File: src/rtl/sdram_p2_queue.sv
// sdram_p2_queue: buffered word request queue for port 2 of the SDRAM
// controller. Requests are stored in a FIFO and issued one at a time on p2_*;
// each issued request is held stable until p2_ack toggles or the watchdog
// expires. Reads return data on a one-cycle o_rsp_valid strobe.
//
// Handshake: a request is accepted on a rising clk edge where
// i_req_valid & o_req_ready are both high; o_req_ready is registered and
// already accounts for that cycle's push/pop, so the requester never needs
// to look at anything else.
module sdram_p2_queue #(
  parameter int DEPTH   = 8,
  parameter int TIMEOUT = 255
) (
  input  logic                      clk,
  input  logic                      reset_n,
  input  logic                      i_ram_ready,
  input  logic                      i_req_valid,
  output logic                      o_req_ready,
  input  logic                      i_req_we,
  input  logic [21:0]               i_req_addr,
  input  logic [15:0]               i_req_din,
  input  logic [1:0]                i_req_ds,
  output logic                      o_rsp_valid,
  output logic [15:0]               o_rsp_data,
  output logic                      o_p2_cs,
  output logic                      o_p2_we,
  output logic [21:0]               o_p2_addr,
  output logic [15:0]               o_p2_din,
  output logic [1:0]                o_p2_ds,
  input  logic                      i_p2_ack,
  input  logic [15:0]               i_p2_dout,
  output logic                      o_busy,
  output logic                      o_err_timeout,
  output logic [1:0]                o_dbg_state,
  output logic [$clog2(DEPTH):0]    o_dbg_count
);

  localparam int AW  = $clog2(DEPTH);
  localparam int WDW = $clog2(TIMEOUT + 1);

  localparam logic [1:0] S_IDLE = 2'd0;
  localparam logic [1:0] S_WAIT = 2'd1;
  localparam logic [1:0] S_GAP  = 2'd2;

  // FIFO storage: entry = {we, addr[21:0], din[15:0], ds[1:0]}
  logic [40:0]    r_mem [DEPTH];
  logic [AW:0]    r_wr_ptr;
  logic [AW:0]    r_rd_ptr;
  logic           r_req_ready;

  logic [1:0]     r_state;
  logic [WDW-1:0] r_wd;
  logic           r_ack_seen;
  logic           r_p2_cs;
  logic           r_p2_we;
  logic [21:0]    r_p2_addr;
  logic [15:0]    r_p2_din;
  logic [1:0]     r_p2_ds;
  logic           r_rsp_valid;
  logic [15:0]    r_rsp_data;
  logic           r_busy;
  logic           r_err_timeout;

  logic [AW:0]    w_count;
  logic [AW:0]    w_count_nxt;
  logic [40:0]    w_head;
  logic           w_push;
  logic           w_pop;
  logic           w_issue;
  logic           w_ack_evt;
  logic           w_timeout_evt;
  logic [1:0]     w_state_nxt;

  assign w_push      = i_req_valid & r_req_ready;
  assign w_count     = r_wr_ptr - r_rd_ptr;
  assign w_count_nxt = w_count + (AW+1)'(w_push) - (AW+1)'(w_pop);
  assign w_head      = r_mem[r_rd_ptr[AW-1:0]];

  // FIFO storage write; contents need no reset since the pointers gate them
  always_ff @(posedge clk) begin
    if (w_push) begin
      r_mem[r_wr_ptr[AW-1:0]] <= {i_req_we, i_req_addr, i_req_din, i_req_ds};
    end
  end

  // FIFO pointers, registered ready and busy flags
  always_ff @(posedge clk) begin
    if (!reset_n) begin
      r_wr_ptr    <= '0;
      r_rd_ptr    <= '0;
      r_req_ready <= 1'b0;
      r_busy      <= 1'b0;
    end else begin
      if (w_push) r_wr_ptr <= r_wr_ptr + 1'b1;
      if (w_pop)  r_rd_ptr <= r_rd_ptr + 1'b1;
      r_req_ready <= (w_count_nxt < (AW+1)'(DEPTH));
      r_busy      <= (w_count_nxt != '0) | (w_state_nxt != S_IDLE);
    end
  end

  // Next-state decode: issue from IDLE, complete on ack (priority) or watchdog
  always_comb begin
    w_state_nxt   = r_state;
    w_issue       = 1'b0;
    w_pop         = 1'b0;
    w_ack_evt     = 1'b0;
    w_timeout_evt = 1'b0;
    case (r_state)
      S_IDLE: begin
        if ((w_count != '0) && i_ram_ready) begin
          w_issue     = 1'b1;
          w_state_nxt = S_WAIT;
        end
      end
      S_WAIT: begin
        if (i_p2_ack != r_ack_seen) begin
          w_ack_evt   = 1'b1;
          w_pop       = 1'b1;
          w_state_nxt = S_GAP;
        end else if (r_wd == WDW'(TIMEOUT)) begin
          w_timeout_evt = 1'b1;
          w_pop         = 1'b1;
          w_state_nxt   = S_GAP;
        end
      end
      S_GAP:   w_state_nxt = S_IDLE;
      default: w_state_nxt = S_IDLE;
    endcase
  end

  // FSM state, port-2 request registers, watchdog and read response
  always_ff @(posedge clk) begin
    if (!reset_n) begin
      r_state       <= S_IDLE;
      r_wd          <= '0;
      r_ack_seen    <= i_p2_ack;
      r_p2_cs       <= 1'b0;
      r_p2_we       <= 1'b0;
      r_p2_addr     <= '0;
      r_p2_din      <= '0;
      r_p2_ds       <= 2'b11;
      r_rsp_valid   <= 1'b0;
      r_rsp_data    <= '0;
      r_err_timeout <= 1'b0;
    end else begin
      r_state     <= w_state_nxt;
      // Outside WAIT this resyncs stray toggles; inside WAIT a difference is
      // consumed as the completion of the current access in the same edge.
      r_ack_seen  <= i_p2_ack;
      r_rsp_valid <= 1'b0;
      if (r_state == S_WAIT) r_wd <= r_wd + 1'b1;
      if (w_issue) begin
        {r_p2_we, r_p2_addr, r_p2_din, r_p2_ds} <= w_head;
        r_p2_cs <= 1'b1;
        r_wd    <= '0;
      end
      if (w_ack_evt) begin
        r_p2_cs <= 1'b0;
        if (!r_p2_we) begin
          r_rsp_data  <= i_p2_dout;
          r_rsp_valid <= 1'b1;
        end
      end
      if (w_timeout_evt) begin
        r_p2_cs       <= 1'b0;
        r_err_timeout <= 1'b1;
        if (!r_p2_we) begin
          r_rsp_data  <= 16'hFFFF;
          r_rsp_valid <= 1'b1;
        end
      end
    end
  end

  assign o_req_ready   = r_req_ready;
  assign o_rsp_valid   = r_rsp_valid;
  assign o_rsp_data    = r_rsp_data;
  assign o_p2_cs       = r_p2_cs;
  assign o_p2_we       = r_p2_we;
  assign o_p2_addr     = r_p2_addr;
  assign o_p2_din      = r_p2_din;
  assign o_p2_ds       = r_p2_ds;
  assign o_busy        = r_busy;
  assign o_err_timeout = r_err_timeout;
  assign o_dbg_state   = r_state;
  assign o_dbg_count   = w_count;

endmodule

File: config.mk
export PLATFORM = sky130hd
export DESIGN_NAME = sdram_p2_queue
export DESIGN_NICKNAME = d
export VERILOG_FILES = /design/src/rtl/sdram_p2_queue.sv
export SDC_FILE = /design/constraint.sdc
export NUM_CORES = 1
export LEC_CHECK = 0
export ABC_AREA = 1
export BUFFER_PORTS_ARGS = -buffer_cell sky130_fd_sc_hd__buf_2
export CAP_MARGIN = 20
export CELL_PAD_IN_SITES_DETAIL_PLACEMENT = 1
export CELL_PAD_IN_SITES_GLOBAL_PLACEMENT = 2
export CORE_MARGIN = 2
export CORE_UTILIZATION = 44
export DETAILED_ROUTE_END_ITERATION = 8
export PLACE_DENSITY = 0.85
export REMOVE_ABC_BUFFERS = 1
export SYNTH_ARGS = -nofsm -noshare
export SYNTH_HDL_FRONTEND = slang
export SYNTH_SLANG_ARGS = --single-unit
File: constraint.sdc
create_clock -name clk -period 4.47 [get_ports clk]
set_input_delay 0 -clock clk [delete_from_list [all_inputs] [get_ports clk]]
set_output_delay 0 -clock clk [all_outputs]
set_load 0.005 [all_outputs]
# ---- Word level (Yosys, flattened, before mapping)
# Memory sizes are Yosys's and may differ from the RTL's. A register that Yosys moved wholly into a read port is not among the register bits.
# Cells that the tools add are included.
dict set report word_totals {
  register_bits 40
  ramBits 328
  inputBits 62
  output_inout_bits 68
  mem_count 1
}
# memory depth word_bits rd rd_clocked_by_memory_dff wr line
set mem_list {}
lappend mem_list {r_mem 8 41 1 1 1 46} ;# logic [40:0] r_mem [DEPTH];
dict set report classes {
  add_sub_neg 6
  order_cmp 1
  eq_ne 3
  muxes 23
  n_bitwise 3
  reduce_logical 8
}
# operator n
set ops {}
lappend ops {{$mux W16} 4}
lappend ops {{$mux W1} 15}
lappend ops {{$add A4 B1 Y4 const B} 2}
lappend ops {{$add A8 B1 Y8 const B} 1}
lappend ops {{$eq A8 B8 Y1 const B} 1}
lappend ops {{$reduce_bool A4 Y1} 2}
lappend ops {{$mux W2} 3}
lappend ops {{$add A4 B1 Y4} 1}
lappend ops {{$lt A4 B4 Y1 const B} 1}
lappend ops {{$pmux W2 S2} 1}
lappend ops {{$sub A4 B1 Y4} 1}
lappend ops {{$sub A4 B4 Y4} 1}
lappend ops {{$reduce_or A3 Y1} 1}
lappend ops {{$eq A2 B1 Y1 const B} 1}
lappend ops {{$logic_not A2 Y1} 1}
lappend ops {{$reduce_bool A2 Y1} 1}
lappend ops {{$reduce_or A2 Y1} 1}
lappend ops {{$and A1 B1 Y1} 1}
lappend ops {{$logic_and A1 B1 Y1} 1}
lappend ops {{$logic_not A1 Y1} 1}
lappend ops {{$ne A1 B1 Y1} 1}
lappend ops {{$not A1 Y1} 1}
lappend ops {{$or A1 B1 Y1} 1}

# ---- Logic depth before layout (Yosys ltp)
dict set report depth {
  word_depth 7
  ltp_mapped 17
}

# ---- Least setup slack after synthesis
# No wires, ideal clock.
dict set report synth_timing {
  kind {register to register}
  from {register r_req_ready (netlist: o_req_ready)}
  to {memory r_mem[7][0] (enable)}
  arrival_ns 2.422
  t_required_ns 4.028
  path_slack_ns 1.606
  path_stages_with_launch 5
  path_buffers 0
  synth_period_minus_slack_ns 2.864
  cell_sequence {dfxtp_1 nand2_1 inv_1 nand2_1 nor2_1}
}
dict set report synth_via {
  elab_chain_cells 3
}
# element line
set synth_lines {}
lappend synth_lines {{start, declared} 49} ;# logic r_req_ready;
lappend synth_lines {{start signal, assigned} 96} ;# r_req_ready <= (w_count_nxt < (AW+1)'(DEPTH));
lappend synth_lines {{$and A1 B1 Y1} 74} ;# assign w_push = i_req_valid & r_req_ready;
lappend synth_lines {{$mux W1} 81} ;# if (w_push) begin
lappend synth_lines {{$mux W1 (implied by the code)} 82} ;# r_mem[r_wr_ptr[AW-1:0]] <= {i_req_we, i_req_addr, i_req_din, i_req_ds};
lappend synth_lines {{end, declared} 46}
# No other way between the ends.

# ---- Final worst setup path
dict set report layout_timing {
  from {register r_rd_ptr[1]}
  to {register r_p2_addr[11] (netlist: o_p2_addr[11]), read port of r_mem}
}
dict set report layout_via {
  elab_chain_cells 5
}
# element line
set layout_lines {}
lappend layout_lines {{start, declared} 48} ;# logic [AW:0] r_rd_ptr;
lappend layout_lines {{start signal, assigned} 95} ;# if (w_pop) r_rd_ptr <= r_rd_ptr + 1'b1;
lappend layout_lines {{$sub A4 B4 Y4} 75} ;# assign w_count = r_wr_ptr - r_rd_ptr;
lappend layout_lines {{$reduce_bool A4 Y1} 110} ;# if ((w_count != '0) && i_ram_ready) begin
lappend layout_lines {{$logic_and A1 B1 Y1} 110}
lappend layout_lines {{$mux W1} 110}
lappend layout_lines {{$mux W1} 108} ;# case (r_state)
lappend layout_lines {{end, declared} 56} ;# logic [21:0] r_p2_addr;
# Parallel ways exist; a longest one is shown, timed or not.
# A chain may end at the register's enable or synchronous reset.

==> metrics.csv <==
metric,value,unit
worstSetupEndpointType,register,
cap_violations,0,
fin_crit_sh,77.39,%
drt_wl_total,42270,um
status,"finished, final reports clean",
cts_buffer_depth,3,
final.setup_skew,0.02212,ns
ant_nets,0,
slowest_delay,0.80,ns
ir_drop,0.0002465,V
cts_root_buf,clkbuf_16,
crit_family,buffers and inverters,
dpl_worst_slack,1.004,ns
fillers,3761,
fin_ws,1.011,ns
vias,11052,
gp_congestion,0.7795,
power_density,493.1,nW/um^2
finish.utilization,53.98,%
yosysUniqueCellTypes,32,
die-area,37950,um^2
dp_cells,1884,
wl_met2,21260,um
synth-edff-count,328,
slew_headroom,29.38,%
cp-start-kind,register,
drc,0,
route.met3.wl,1776,um
die_y,194.8,um
clkTransAtPathRegs,0.06,ns
totalPowerFinal,9513,uW
cp_max_fo,56,
top_layer,met4,
cp.buffers_inverters,2,
setup_viol,0,
path_cells,inv_1 > fa_1 > xnor2_1 > ha_1 > nand3_1 > nand4_2 > nand2_2 > inv_2 > nand2_1 > nand2_1,
track_usage,22.66,%
cts_num_sinks,409,
grt_pass1_vias,11769,
start_util,44.82,%
grt_antenna_before_repair,1,
synth_seq_cells,409,
final_cell_mix,"328 x edfxtp_1, 272 x nor2_1, 142 x o21ai_0",
via_per_inst,5.447,
maxSlewViolCount,0,
finalCriticalPeriod,3.459,ns
synth_ff_type,edfxtp_1,
cp.arrival,3.93,ns
synthCells,1351,
required,4.95,ns
grt_max_degree,113,
drt-initial-drc-count,652,
syn_to_final_growth,20.42,%
grt_pass1_wl,67120,um
cts_tree,built,
rsz0062_at_grt,false,
timing.fmax,289.1,MHz
hpwlAfterDp,22870,um
reg2reg_depth,10,
syn_area,16020,um^2
rrSetupSlack,1.01,ns
worst_hold_startpoint,i_p2_ack,
slowest_stage,inv_2,
overflow,0,
path_common_cell,nand2_1,
stdcell_count,2029,
synthArstFlopShare,0,%
final_common_cell,edfxtp_1,
h-tree-depth,2,
postCtsSetupBuffers,0,
core_area,35740,um^2
r2r_end,o_p2_addr[11]$_SDFFE_PN0P_,
hold_end,r_ack_seen$_DFF_P_,
die_w,194.8,um
synth_seq_area_share,71.60,%
fin_nets,1609,
hold_path.class,in -> reg,
worstHoldPathCells,2,
path_class,reg -> reg,
wl_per_cell,20.83,um
dr.pass1.iters,5,
avgSynthCellArea,11.86,um^2
portBuffers,129,
tightest_slew,1.058,ns
cts_buffers,42,
r2r-start,r_rd_ptr[1]$_SDFFE_PN0P_,
drive_gt1_share,15.89,%
leakagePower,0.007024,uW
ys_warn_count,0,
clk_latency,0.54,ns
rows,69,
hold_viol,0,
met1_length,18260,um
ios,130,
[metal layers]
metal / vias up / track usage [%]
met5: - / 0
met3: 68 / 3.418
li1: 5163 / -
met1: 5575 / 29.45
met4: 0 / 6.305
met2: 246 / 39.65
[per-stage QoR]
stage / hold WS [ns] / setup TNS, ns / instance area, um^2
6_report: 0.1393 / 0 / 19290
2_1_floorplan: 0.02772 / -50.21 / 15600
5_1_grt: 0.1439 / 0 / 19290
3_3_place_gp: 0.1301 / 0 / 17060
4_1_cts: 0.1288 / 0 / 19260
3_5_place_dp: 0.1403 / 0 / 17100
[cell type report]
class / count / area (um^2) / area share (%)
clock buffer: 58 / 1202 / 6.233
clock inverter: 19 / 296.5 / 1.537
tap: 461 / 576.8 / 2.990
inverter: 42 / 160.2 / 0.8301
timing repair buffer: 218 / 1536 / 7.964
sequential: 409 / 11480 / 59.50
antenna: 1 / 2.502 / 0.01297
multi-input combinational: 821 / 4038 / 20.93
[cells by family after synthesis]
group,Yosys count,synth area share [%]
simple gates,504,12.68
flops,409,71.60
compound gates,297,10.61
buf+inv,121,3.616
fa+ha+maj,13,1.109
xor+xnor,7,0.3827
[how the worst max path moves through the flow]
stage | startpoint | to | cells past startpoint
floorplan | r_rd_ptr[1]$_SDFFE_PN0P_ | o_p2_addr[0]$_SDFFE_PN0P_ | 12
global placement | r_rd_ptr[1]$_SDFFE_PN0P_ | o_p2_addr[4]$_SDFFE_PN0P_ | 10
detailed placement | r_rd_ptr[1]$_SDFFE_PN0P_ | o_p2_addr[11]$_SDFFE_PN0P_ | 10
CTS | r_rd_ptr[1]$_SDFFE_PN0P_ | o_p2_addr[11]$_SDFFE_PN0P_ | 10
global route | r_rd_ptr[1]$_SDFFE_PN0P_ | o_p2_din[6]$_SDFFE_PN0P_ | 10
finish | r_rd_ptr[1]$_SDFFE_PN0P_ | o_p2_addr[11]$_SDFFE_PN0P_ | 10
[power by group]
group	leakage [uW]	total [uW]	internal [uW]	switching [uW]
combinational	0.00266	1250	434	817
clock	0.000742	3780	2340	1440
sequential	0.00362	4480	4350	122
total	0.00702	9510	7130	2380
[cell usage after synthesis (all sizes together), types with 2 or more instances]
cell	n	area (um^2)
nand4	6	43.79
a31oi	2	12.51
dfxtp	81	1622
inv	41	153.9
fa	2	40.04
nand2	141	536.8
or2	9	56.30
nand3	61	305.3
xnor2	4	35.03
a21oi	39	195.2
edfxtp	328	9849
ha	11	137.6
o211ai	82	615.6
buf	44	289.0
clkbuf	35	132.6
nor2	281	1055
xor2	3	26.28
o21ai	172	860.8
nor3	4	20.02
nor3b	2	15.01
[registers in the layout (all words and copies together) (netlist names), named ones only]
signal and cells:
o_busy 1, o_dbg_state 2, o_err_timeout 1, o_p2_addr 22, o_p2_cs 1, o_p2_din 16
o_p2_ds 2, o_p2_we 1, o_req_ready 1, o_rsp_data 2, o_rsp_valid 1, r_ack_seen 1
r_mem 328, r_rd_ptr 4, r_wd 8, r_wr_ptr 4
[what timing repair did]
item / CTS / global route
gates resized for setup: 0 / 0
endpoints found under the hold margin: 362 / 0
hold buffers: 66 / 0
No activity file was read; power rests on OpenSTA's default activity.
